--- src/rtl/mips_dmem_sequencer.sv ---
// Multi-cycle data-memory sequencer for the MIPS core: issues one request per
// load/store, steers byte lanes, extracts load data and stalls until done.
module mips_dmem_sequencer #(
  parameter int TIMEOUT_CYCLES = 64,
  parameter int CNT_W          = 16
) (
  input  logic             clock,
  input  logic             reset_n,
  input  logic             op_valid,
  input  logic             mem_read,
  input  logic             word_we,
  input  logic             byte_we,
  input  logic             byte_load,
  input  logic [31:0]      addr,
  input  logic [31:0]      store_data,
  output logic             mem_req,
  output logic             mem_we,
  output logic [3:0]       mem_be,
  output logic [31:0]      mem_addr,
  output logic [31:0]      mem_wdata,
  input  logic             mem_ack,
  input  logic [31:0]      mem_rdata,
  output logic             stall,
  output logic [31:0]      load_data,
  output logic             rf_we,
  output logic             misalign,
  output logic             bus_error,
  output logic [CNT_W-1:0] access_count
);

  localparam logic [1:0] IDLE   = 2'd0;
  localparam logic [1:0] ACCESS = 2'd1;
  localparam logic [1:0] WB     = 2'd2;

  localparam int TW = $clog2(TIMEOUT_CYCLES) + 1;
  localparam logic [TW-1:0] TCNT_LAST = TW'(TIMEOUT_CYCLES - 1);

  logic [1:0]    state;
  logic [TW-1:0] tcnt;
  logic [29:0]   lat_word_addr;
  logic [1:0]    lat_lane;
  logic [31:0]   lat_wdata;
  logic [3:0]    lat_be;
  logic          lat_we;
  logic          lat_load;
  logic          lat_byte_load;

  logic        illegal;
  logic        start;
  logic        is_word;
  logic        bad_align;
  logic        accept;
  logic        timeout;
  logic [3:0]  be_next;
  logic [31:0] wdata_next;
  logic [7:0]  rd_byte;

  // Conflicting decoder strobes are dropped as a no-op rather than guessed at.
  assign illegal   = (mem_read & (word_we | byte_we)) | (word_we & byte_we);
  assign start     = op_valid & (state == IDLE) & (mem_read | word_we | byte_we) & ~illegal;
  assign is_word   = (mem_read & ~byte_load) | word_we;
  assign bad_align = start & is_word & (addr[1:0] != 2'b00);
  assign accept    = start & ~bad_align;
  assign timeout   = (state == ACCESS) & ~mem_ack & (tcnt == TCNT_LAST);

  assign be_next    = word_we ? 4'b1111 : (byte_we ? (4'b0001 << addr[1:0]) : 4'b0000);
  assign wdata_next = byte_we ? {4{store_data[7:0]}} : store_data;

  always_comb begin
    rd_byte = mem_rdata[7:0];
    case (lat_lane)
      2'd1:    rd_byte = mem_rdata[15:8];
      2'd2:    rd_byte = mem_rdata[23:16];
      2'd3:    rd_byte = mem_rdata[31:24];
      default: rd_byte = mem_rdata[7:0];
    endcase
  end

  assign misalign  = bad_align;
  assign stall     = accept | (state == ACCESS);
  assign mem_req   = (state == ACCESS);
  assign mem_we    = lat_we;
  assign mem_be    = lat_be;
  assign mem_addr  = {lat_word_addr, 2'b00};
  assign mem_wdata = lat_wdata;

  // Request fields come from latches so the bus stays stable while the core's
  // inputs move on; ack takes priority over a coinciding timeout.
  always_ff @(posedge clock or negedge reset_n) begin
    if (!reset_n) begin
      state         <= IDLE;
      tcnt          <= '0;
      lat_word_addr <= '0;
      lat_lane      <= '0;
      lat_wdata     <= '0;
      lat_be        <= '0;
      lat_we        <= 1'b0;
      lat_load      <= 1'b0;
      lat_byte_load <= 1'b0;
      load_data     <= '0;
      rf_we         <= 1'b0;
      bus_error     <= 1'b0;
      access_count  <= '0;
    end else begin
      rf_we     <= 1'b0;
      bus_error <= 1'b0;
      case (state)
        IDLE: begin
          if (accept) begin
            lat_word_addr <= addr[31:2];
            lat_lane      <= addr[1:0];
            lat_wdata     <= wdata_next;
            lat_be        <= be_next;
            lat_we        <= word_we | byte_we;
            lat_load      <= mem_read;
            lat_byte_load <= byte_load;
            tcnt          <= '0;
            state         <= ACCESS;
          end
        end
        ACCESS: begin
          if (mem_ack) begin
            if (lat_load)
              load_data <= lat_byte_load ? {24'b0, rd_byte} : mem_rdata;
            rf_we        <= lat_load;
            access_count <= access_count + 1'b1;
            state        <= WB;
          end else if (timeout) begin
            bus_error <= 1'b1;
            state     <= IDLE;
          end else begin
            tcnt <= tcnt + 1'b1;
          end
        end
        WB:      state <= IDLE;
        default: state <= IDLE;
      endcase
    end
  end

endmodule

--- config.mk ---
export PLATFORM = sky130hd
export DESIGN_NAME = mips_dmem_sequencer
export DESIGN_NICKNAME = d
export VERILOG_FILES = /design/src/rtl/mips_dmem_sequencer.sv
export SDC_FILE = /design/constraint.sdc
export NUM_CORES = 1
export LEC_CHECK = 0
export BUFFER_PORTS_ARGS = -buffer_cell sky130_fd_sc_hd__buf_2
export CAP_MARGIN = 40
export CORE_ASPECT_RATIO = 0.5
export CORE_UTILIZATION = 40
export CTS_CLUSTER_DIAMETER = 120
export DETAILED_ROUTE_END_ITERATION = 10
export PLACE_DENSITY = 0.67
export SLEW_MARGIN = 10
export SYNTH_ARGS = -nofsm -noshare
export SYNTH_HDL_FRONTEND = slang
export SYNTH_SLANG_ARGS = --single-unit
--- constraint.sdc ---
create_clock -name clock -period 2 [get_ports clock]
set_input_delay 0.4 -clock clock [delete_from_list [all_inputs] [get_ports clock]]
set_output_delay 0.4 -clock clock [all_outputs]
set_load 0.03 [all_outputs]
=== Word level (Yosys, flattened, before mapping) ===
Index checks and enable logic that the tools add are counted.
Widths: inputs -> output; s select.

* Shift-type cells: 1
* Eq/ne operators: 9
* Bitwise logic cells: 21
* Add/sub/neg operators: 2
* Mux-type cells: 18
* Reductions and logical operators: 8

{| class="wikitable"
|+ Operators with widths
! kind !! number
|-
| $mux 32 || 2
|-
| $pmux 8 s3 || 1
|-
| $mux 7 || 3
|-
| $add 16x1->16 const B || 1
|-
| $pmux 7 s2 || 1
|-
| $and 1x1->1 || 11
|-
| $mux 4 || 2
|-
| $add 7x1->7 const B || 1
|-
| $eq 7x6->1 const B || 1
|-
| $mux 2 || 3
|-
| $ne 2x2->1 const B || 3
|-
| $or 1x1->1 || 6
|-
| $reduce_and 2->1 || 3
|-
| $mux 1 || 5
|-
| $eq 2x1->1 const B || 2
|-
| $eq 2x2->1 const B || 2
|-
| $not 1->1 || 4
|-
| $pmux 2 s2 || 1
|-
| $reduce_and 4->1 || 1
|-
| $reduce_bool 2->1 || 2
|-
| $shl 1x2->4 const A || 1
|-
| $ne 3x1->1 const B || 1
|-
| $reduce_and 3->1 || 1
|-
| $logic_not 2->1 || 1
|}

* Flip-flop bits (word level): 130
* Logic and storage cells: 72
* Output and inout bits: 122

=== Logic depth before layout (Yosys ltp) ===
Gate-level depths: netlist (run 1).

* Depth in word-level cells: 11
* Depth in mapped cells: 7

=== Least setup slack after synthesis (run 1) ===
No wires, ideal clock.

* Path type: reg-to-output
* Start: register state[1]
* End: output stall
* Arrival time: 1442 ps
* Slack: 158 ps
* Required time: 1600 ps
* Stages on the path, launching flop included: 7
* Cells stage by stage: dfrtp_1 nor3b_2 o211ai_2 nor2b_2 buf_6 buf_8 or2_1

* Word-level cells in the longest chain between the ends: 9

{| class="wikitable"
|+ Ends and longest elaborated chain
! what !! line !! source
|-
| from (decl) || 38 || <nowiki>logic [1:0] state;</nowiki>
|-
| from (signal assigned) || 91 || <nowiki>state <= IDLE;</nowiki>
|-
| from (signal assigned) || 118 || <nowiki>state <= ACCESS;</nowiki>
|-
| from (signal assigned) || 127 || <nowiki>state <= WB;</nowiki>
|-
| $logic_not 2->1 || 60 || <nowiki>assign start = op_valid & (state == IDLE) & (mem_read | word_we | byte_we) & ~illegal;</nowiki>
|-
| $and 1x1->1 (3 in series) || 60 ||
|-
| $and 1x1->1 (2 in series) || 62 || <nowiki>assign bad_align = start & is_word & (addr[1:0] != 2'b00);</nowiki>
|-
| $not 1->1 || 63 || <nowiki>assign accept = start & ~bad_align;</nowiki>
|-
| $and 1x1->1 || 63 ||
|-
| $or 1x1->1 (*) || 80 || <nowiki>assign stall = accept | (state == ACCESS);</nowiki>
|-
| to (decl) || 23 || <nowiki>output logic stall,</nowiki>
|}

Mark *: on every way between the ends. The rest lies on a longest branch, timed or not.

=== Worst setup path after layout (run 1) ===
Same ends and word-level chain as after synthesis.

==> results.md, run 1 <==
- Share of layout cells above drive strength 1: 46.6%
- Worst R2R Setup Slack: 0.11 ns
- Arrival @ worst endpoint: 1.56 ns
- Fmax: 511 MHz
- Yosys top cell area share: 53.5%
- Tcrit/Tclk final: 97.8%
- First-pass GRT wire length: 23500 microns
- Register area: 3250 sq um
- Initial antenna violation count: 0
- Via/cell ratio: 4.79
- Seq/Total Area, Yosys: 53.5%
- Top-count cell post-synth: dfrtp_1
- Maximum VDD drop: 0.754 mV
- Synth Instances: 513
- Area contributors post-synth: dfrtp_1 (53%), mux2_4 (17%), nand2_1 (4.8%)
- Synthesized area per cell: 11.9 sq um
- Max-slew violations: 0
- Antenna Cells: 0
- Worst Hold Class: in2reg
- Worst Path Class, Setup: reg2out
- Vias: 4591
- Mapped cell area: 6080 sq um
- Tot Pwr: 11.8 mW
- Netlist cell types: 49
- Largest stage delay, worst path: 0.38 ns
- Tmin final: 1.96 ns
- Crit path from: state[1]
- Initial core utilization: 41.5%
- Htree depth: 4
- Slew HR: 59.3%
- GR Overflow Total: 0
- Initial drt markers: 156
- CP bufs+invs: 1
- Multi-input gate area: 2470 sq um
- Non-Filler Instances: 958
- Final setup vio count: 0
- Synth area leader: dfrtp_1
- Die area: 15700 sq um
- CTS tree: built
- Final hold vios: 0
- Row count: 31
- Worst R2R End: mem_wdata[19]
- Clock Sinks: 130
- Critical path's top delay family: simple AND/OR/NAND/NOR gates
- R2r worst-path depth: 8
- Vias in the first global route: 4646
- Longest Clk Path Bufs: 2
- GPL Wtd Cong: 0.806
- Worst endpoint required time: 1.60 ns
- Nature of the critical path startpoint: flop
- FF-to-FF Start: state[1]
- Yosys warns: 0
- DRC viols: 0
- Core area: 14700 sq um
- Worst Setup EP: stall
- Worst Skew: 0.0114 ns
- Total Wirelength: 14900 microns
- Cell depth of the worst setup path: 5
- Hpwl dp: 11000 microns
- Worst Max-Slew Pin Slew: 0.611 ns
- EDFF count, synth: 0
- Nets: 853
- Status: complete, no violations
- Top cells by count, synth: dfrtp_1 (130), nand2_1 (78), mux2_4 (68)
- Cts bufs inserted: 17
- PwrDens: 1460 nW/um^2
- Fill cells: 1307
- Chip height: 89.2 microns
- Ys flop type: dfrtp_1
- Reg clk slew, reported paths: 0.06 ns
- RSZ-0062 raised after global routing: yes
- Gr usage total: 19.4%
- Die Wd: 176 microns
- DR WL/cell: 15.5 microns
- Largest net degree at the start of global routing: 66
- Inst Count DP: 921
- IO Count: 226
- Clk Latency, worst-skew pair: 0.41 ns
- Syn-to-layout area delta: 32.8%
- Worst-path fanout max: 2
- Yosys reg bits: 130
- Capturing element type of the critical path: output pin
- Asr flop ratio synth: 100%
- P_leak: 4.21 nW
- Max cap viols: 0
- DR pass1 iterations: 4
- Core Util, Final: 55.1%
- CP Cell Sequence: nor3b_2, o211ai_2, nor2b_4, or2_1, buf_6
- Number of buffers added on ports: 223
- Critical path's slowest cell: dfrtp_1
- Clk root buf: clkbuf_16
- Remaining antenna violation count after routing: 0
-- cells by family after synthesis --
logic type | Yosys count | share of synthesized area, %
AND/OR/NAND/NOR | 136 | 11.0
flip-flops | 130 | 53.5
AO/OA/AOI/OAI | 87 | 7.88
multiplexers | 79 | 18.6
buffers and inverters | 61 | 6.11
XOR/XNOR | 17 | 2.45
adder cells (fa/ha/maj) | 2 | 0.411
other | 1 | 0.0616
-- layout make-up --
cell class,instances,area share [%]
clock buffers,20,5.77
well taps,198,3.07
flip-flops and latches,130,40.3
repair buffers,243,16.9
multi-input cells,323,30.6
clock inverters,12,1.90
inverters,32,1.49
-- cells in the final DEF, fill, tap and decap left out, types with 7 or more instances in the layout --
master       n
xnor2_1     10
xor2_1       7
clkbuf_16   17
nand2_1     77
nor2_1      14
buf_12       7
inv_1       31
a21oi_1      9
nand3_1      8
o22ai_1      9
dfrtp_1    130
o21ai_1     20
mux2_4      68
buf_4       12
buf_2      221
nor3b_1      9
o21ai_0     38
mux2i_1     11
-- metal layers --
layer  vias to the layer above  GRT usage (%)  part of all wire, %
met3                        19           3.91                  4.3
met2                       127           34.1                   49
met5                         -              0                    0
met1                      2237           24.0                   44
met4                         0           7.84                  1.9
li1                       2208              -                    -
-- power breakdown --
part / switching (mW) / internal, mW
Sequential: 0.568 / 3.49
Clock: 1.19 / 2.06
Combinational: 2.79 / 1.68
Total: 4.55 / 7.23
-- worst min path at each step --
stage          startpoint                 to  cells past startpoint
2_1_floorplan     reset_n    access_count[0]                      0
3_3_place_gp      reset_n       mem_wdata[3]                      1
3_5_place_dp      reset_n      mem_wdata[11]                      1
4_1_cts           addr[9]   lat_word_addr[7]                      2
5_1_grt          addr[25]  lat_word_addr[23]                      2
6_report         addr[21]  lat_word_addr[19]                      2
-- flip-flops by register name (all words and copies together) (netlist names) --
signal         count
bus_error          1
rf_we              1
state              2
lat_byte_load      1
load_data         32
lat_lane           2
lat_word_addr     30
mem_be             4
lat_load           1
access_count      16
tcnt               7
mem_we             1
mem_wdata         32
-- timing repair --
action | in CTS | in global routing
endpoints found under the setup margin | 2 | 1
hold buffers | 1 | 0
gates resized for setup | 1 | 1
buffers inserted | 3 | 1
pin swaps | 1 | 2
hold endpoints to repair | 43 | 0
-- through the flow --
stage	setup WS (ns)	instance area (sq um)	TNS, ns	hold slack, ns
4_1_cts	0.0120	8070	0	0.205
6_report	0.0448	8080	0	0.221
2_1_floorplan	0.158	6090	0	0.104
3_3_place_gp	0.156	7410	0	0.373
5_1_grt	-0.0346	8080	-0.0346	0.206
3_5_place_dp	0.0705	7410	0	0.385
No activity file was read; power rests on OpenSTA's default activity.
==> run 2, diff against run 1 <==
--- a/config.mk
+++ b/config.mk
@@ -11,7 +11,7 @@
 export CORE_UTILIZATION = 40
 export CTS_CLUSTER_DIAMETER = 120
 export DETAILED_ROUTE_END_ITERATION = 10
-export PLACE_DENSITY = 0.67
+export PLACE_DENSITY = 0.7
 export SLEW_MARGIN = 10
 export SYNTH_ARGS = -nofsm -noshare
 export SYNTH_HDL_FRONTEND = slang
==> constraint.sdc (replaced) <==
create_clock -name clock -period 2.15 [get_ports clock]
set_input_delay 0.43 -clock clock [delete_from_list [all_inputs] [get_ports clock]]
set_output_delay 0.43 -clock clock [all_outputs]
set_load 0.03 [all_outputs]
==> run 2 against run 1 <==
  * Global-route usage down 0.53 points
  * Routed wire length down 1.9%
  * Die area unchanged
  * Via count shrank 2.6%
  * Sequential share of layout area rose by 0.60 points
  * Sequential power down 6.9%
  * Clock-buffer cell count shrank 1
  * Sequential cell count stayed put
  * Cell area decreased by 1.5%
==> results.md, run 2 (synthesis gave the netlist of run 1 again) <==
- Inst Count DP: 920
- Row count: 31
- Reg clk slew, reported paths: 0.06 ns
- Die area: 15700 sq um
- Placed cell area: 7370 sq um
- Clock Sinks: 130
- Initial antenna violation count: 0
- Clk Latency, worst-skew pair: 0.39 ns
- Worst-path fanout max: 6
- Chip height: 89.2 microns
- DRC viols: 0
- Syn-to-layout area delta: 30.9%
- Worst R2R Setup Slack: 0.27 ns
- Initial core utilization: 41.5%
- Worst Max-Slew Pin Slew: 0.547 ns
- Largest net degree at the start of global routing: 54
- DR WL/cell: 15.3 microns
- Nature of the critical path startpoint: flop
- Maximum VDD drop: 0.709 mV
- Nets: 848
- # resized after CTS: 0
- Arrival @ worst endpoint: 1.58 ns
- PwrDens: 1350 nW/um^2
- Number of buffers added on ports: 223
- GPL Wtd Cong: 0.804
- First-pass GRT wire length: 22800 microns
- IO Count: 226
- Capturing element type of the critical path: output pin
- Commonest non-fill, non-tap cell in the layout: buf_2
- CTS tree: built
- Most frequent cells in the layout: buf_2 (222), dfrtp_1 (130), nand2_1 (77)
- Worst Path Class, Setup: reg2out
- Setup TNS: 0 ns
- Worst Hold Class: in2async
- Clk root buf: clkbuf_16
- DR pass1 iterations: 4
- Initial drt markers: 193
- Total Wirelength: 14600 microns
- Share of layout cells above drive strength 1: 46.3%
- RSZ-0062 raised after global routing: no
- Hpwl dp: 10700 microns
- Status: complete, no violations
- Worst endpoint required time: 1.72 ns
- Htree depth: 4
- Fmax: 497 MHz
- Vias: 4470
- Tmin final: 2.01 ns
- Hold Slack: 0.000896 ns
- Cts bufs inserted: 17
- Slew HR: 63.5%
- Tot Pwr: 10.8 mW
- Fill cells: 1314
- Final Cell Area: 7960 sq um
- Remaining antenna violation count after routing: 0
- Tcrit/Tclk final: 93.5%
- Max-slew violations: 0
- Vias in the first global route: 4523
- Via/cell ratio: 4.70
- P_leak: 4.15 nW
- Max cap viols: 0
- Antenna Cells: 0
- FF-to-FF Start: state[1]
- Die Wd: 176 microns
- Worst R2R End: lat_word_addr[7]
- Worst Skew: 0.00990 ns
- Longest Clk Path Bufs: 2
- Final setup vio count: 0
- R2r worst-path depth: 6
- Core area: 14700 sq um
- Gr usage total: 18.9%
- Non-Filler Instances: 952
- Final hold vios: 0
- GR Overflow Total: 0
## run 2: changes by cell type in the layout (fill, tap and decap cells not counted), sizes merged
cell	change
bufinv	-1
clkbuf	-1
buf	-4
dlygate4sd3	-1
inv	+1
## run 2: critical path, stage by stage (launching register included)
cell,delay (ns)
dfrtp_1,0.43
nor3b_2,0.21
o211ai_2,0.13
nor2b_4,0.13
or2_1,0.10
buf_2,0.18
## run 2: where the power goes
group          total (mW)  switching [mW]  leakage [nW]  internal (mW)
Clock                2.84            1.08         0.282           1.77
Combinational        4.14            2.61          2.23           1.54
Sequential           3.77           0.525          1.64           3.24
Total                10.8            4.21          4.15           6.55
## run 2: worst max path at each step
stage                         from                 to  slack (ns)
after CTS                 state[1]              stall        0.12
after global routing      state[1]              stall        0.04
after floorplan           state[1]              stall        0.28
after global placement     byte_we  lat_word_addr[19]        0.24
final                     state[1]              stall        0.14
after detailed placement   byte_we   lat_word_addr[7]        0.20
## run 2: timing repair
action | CTS | global route
setup endpoints to repair | 1 | 0
setup buffers | 1 | 0
hold buffers | 0 | 0
## run 2: stage by stage
stage               setup slack, ns  utilization (%)
floorplan                     0.278                -
global placement              0.240             50.3
detailed placement            0.203             50.3
CTS                           0.115             54.3
global route                 0.0399             54.3
finish                        0.139             54.3
## run 2: final cells by class
type,count,area (sq um),area share (%)
repair buffers,238,1280,16.1
multi-input cells,323,2470,31.0
flip-flops and latches,130,3250,40.9
well taps,198,248,3.11
inverters,32,120,1.51
clock buffers,19,453,5.69
clock inverters,12,133,1.67
## run 2: per-layer routing
layer | vias to the layer above | share of wire, % | GRT usage, %
met1 | 2171 | 46 | 23.6
met3 | 12 | 3.7 | 3.61
met4 | 0 | 1.2 | 5.72
met2 | 99 | 50 | 34.0
met5 | - | 0 | 0
li1 | 2188 | - | -
==> run 3, diff against run 2 <==
--- a/config.mk
+++ b/config.mk
@@ -8,10 +8,11 @@
 export BUFFER_PORTS_ARGS = -buffer_cell sky130_fd_sc_hd__buf_2
 export CAP_MARGIN = 40
 export CORE_ASPECT_RATIO = 0.5
-export CORE_UTILIZATION = 40
+export CORE_UTILIZATION = 50
 export CTS_CLUSTER_DIAMETER = 120
 export DETAILED_ROUTE_END_ITERATION = 10
-export PLACE_DENSITY = 0.7
+export PLACE_DENSITY = 0.84
+export RECOVER_POWER = 50
 export SLEW_MARGIN = 10
 export SYNTH_ARGS = -nofsm -noshare
 export SYNTH_HDL_FRONTEND = slang
==> run 3 against run 2 <==
  * Global-route usage is 3.8 points higher
  * Critical endpoint unchanged
  * Cell area down 2.3%
  * Power decreased by 2.3%
  * Setup slack got worse by 0.059 ns
  * Highest routed layer unchanged
==> results.md, run 3 (synthesis gave the netlist of run 1 again) <==
- Status: complete, no violations
- Initial drt markers: 265
- Core Util, Final: 65.7%
- Nature of the critical path startpoint: flop
- Commonest non-fill, non-tap cell in the layout: buf_2
- Remaining antenna violation count after routing: 0
- Post-place setup slack: 0.206 ns
- Clock Sinks: 130
- Max cap viols: 0
- Final setup vio count: 0
- Max-slew violations: 0
- Hold depth: 2
- Worst-path fanout max: 6
- Clk root buf: clkbuf_16
- Worst Max-Slew Pin Slew: 1.18 ns
- Largest net degree at the start of global routing: 62
- R2r worst-path depth: 6
- Worst Skew: 0.00539 ns
- Critical path's top delay family: simple AND/OR/NAND/NOR gates
- Cts bufs inserted: 17
- Capturing element type of the critical path: output pin
- Chip height: 80.0 microns
- Die Wd: 158 microns
- Worst Hold Class: in2reg
- GR Overflow Total: 0
- DR WL/cell: 15.5 microns
- Longest Clk Path Bufs: 2
- Share of layout cells above drive strength 1: 38.8%
- CP bufs+invs: 1
- First-pass GRT wire length: 21900 microns
- Most frequent cells in the layout: buf_2 (168), dfrtp_1 (129), nand2_1 (77)
- CTS tree: built
- Htree depth: 4
- Worst Setup EP: stall
- Worst R2R Setup Slack: 0.20 ns
- Total Wirelength: 14200 microns
- Reg clk slew, reported paths: 0.06 ns
- Final hold vios: 0
- Core area: 11800 sq um
- DR pass1 iterations: 4
- Nets: 845
- Row count: 28
- DRC viols: 0
- FF-to-FF Start: state[1]
- Clk Latency, worst-skew pair: 0.40 ns
- Via/cell ratio: 4.95
- Die area: 12600 sq um
- P_leak: 3.94 nW
- Crit path from: state[1]
- Syn-to-layout area delta: 27.9%
- Number of buffers added on ports: 223
- Tmin final: 2.07 ns
- Worst Path Class, Setup: reg2out
- Critical path's slowest cell: dfrtp_2
- Worst R2R End: lat_word_addr[26]
- GPL Wtd Cong: 0.802
- Cell depth of the worst setup path: 5
- Hpwl dp: 10300 microns
- IO Count: 226
- Vias in the first global route: 4473
- Antenna Cells: 0
- Initial antenna violation count: 0
- Tcrit/Tclk final: 96.3%
- Initial core utilization: 51.4%
- Slew HR: 21.4%
- Worst endpoint required time: 1.72 ns
- Arrival @ worst endpoint: 1.64 ns
- CP Cell Sequence: nor3b_2, o211ai_2, nor2b_4, or2_1, clkbuf_4
- Fmax: 483 MHz
- Gr usage total: 22.7%
- Maximum VDD drop: 0.576 mV
- PwrDens: 1350 nW/um^2
- Setup TNS: 0 ns
- Largest stage delay, worst path: 0.44 ns
- Vias: 4543
- Setup ws final: 0.0803 ns
## run 3: cell types whose count changed in the layout (fill, tap and decap cells not counted), moves of 2 or more
| cell | change |
|---|---|
| buf_12 | -2 |
| buf_2 | -54 |
| buf_4 | -3 |
| clkbuf_1 | +53 |
| clkinv_2 | +3 |
## run 3: how the worst min path moves through the flow
| stage | startpoint | end | slack (ns) |
|---|---|---|---|
| after floorplan | reset_n | access_count[0] | 0.13 |
| after global placement | reset_n | access_count[15] | 0.39 |
| after detailed placement | reset_n | access_count[15] | 0.39 |
| after CTS | addr[6] | lat_word_addr[4] | 0.24 |
| after global routing | addr[25] | lat_word_addr[23] | 0.23 |
| final | addr[25] | lat_word_addr[23] | 0.26 |
## run 3: layout make-up
class / count / area (sq um)
well taps: 165 / 206
inverters: 32 / 120
fillers: 940 / 4060
clock buffers: 19 / 453
repair buffers: 235 / 1170
multi-input cells: 323 / 2460
clock inverters: 13 / 110
flip-flops and latches: 130 / 3250
## run 3: where the power goes
group	switching, mW	internal, mW	total [mW]
registers	0.529	3.25	3.78
logic	2.59	1.42	4.01
clock network	1.07	1.65	2.72
total	4.19	6.31	10.5
## run 3: timing repair
| item | in CTS | in global routing |
|---|---|---|
| hold buffers | 1 | 0 |
| endpoints found under the setup margin | 0 | 1 |
| resized for setup | 0 | 2 |
| setup buffers | 0 | 1 |
| endpoints found under the hold margin | 44 | 0 |
## run 3: through the flow
stage / hold slack, ns / total power, mW / cells / area [sq um]
after floorplan: 0.134 / 6.65 / 514 / 6090
after global placement: 0.390 / 7.82 / 883 / 7290
after detailed placement: 0.395 / 7.93 / 883 / 7290
after CTS: 0.236 / 10.7 / 916 / 7860
after global routing: 0.232 / 11.1 / 917 / 7780
final: 0.256 / 10.5 / 917 / 7780
## run 3: per-layer routing
| layer | GRT usage, % | vias to the layer above | part of all wire, % |
|---|---|---|---|
| li1 | - | 2188 | - |
| met1 | 27.6 | 2199 | 43 |
| met2 | 39.7 | 138 | 51 |
| met3 | 4.34 | 18 | 4.3 |
| met4 | 10.0 | 0 | 1.7 |
| met5 | 0 | - | 0 |
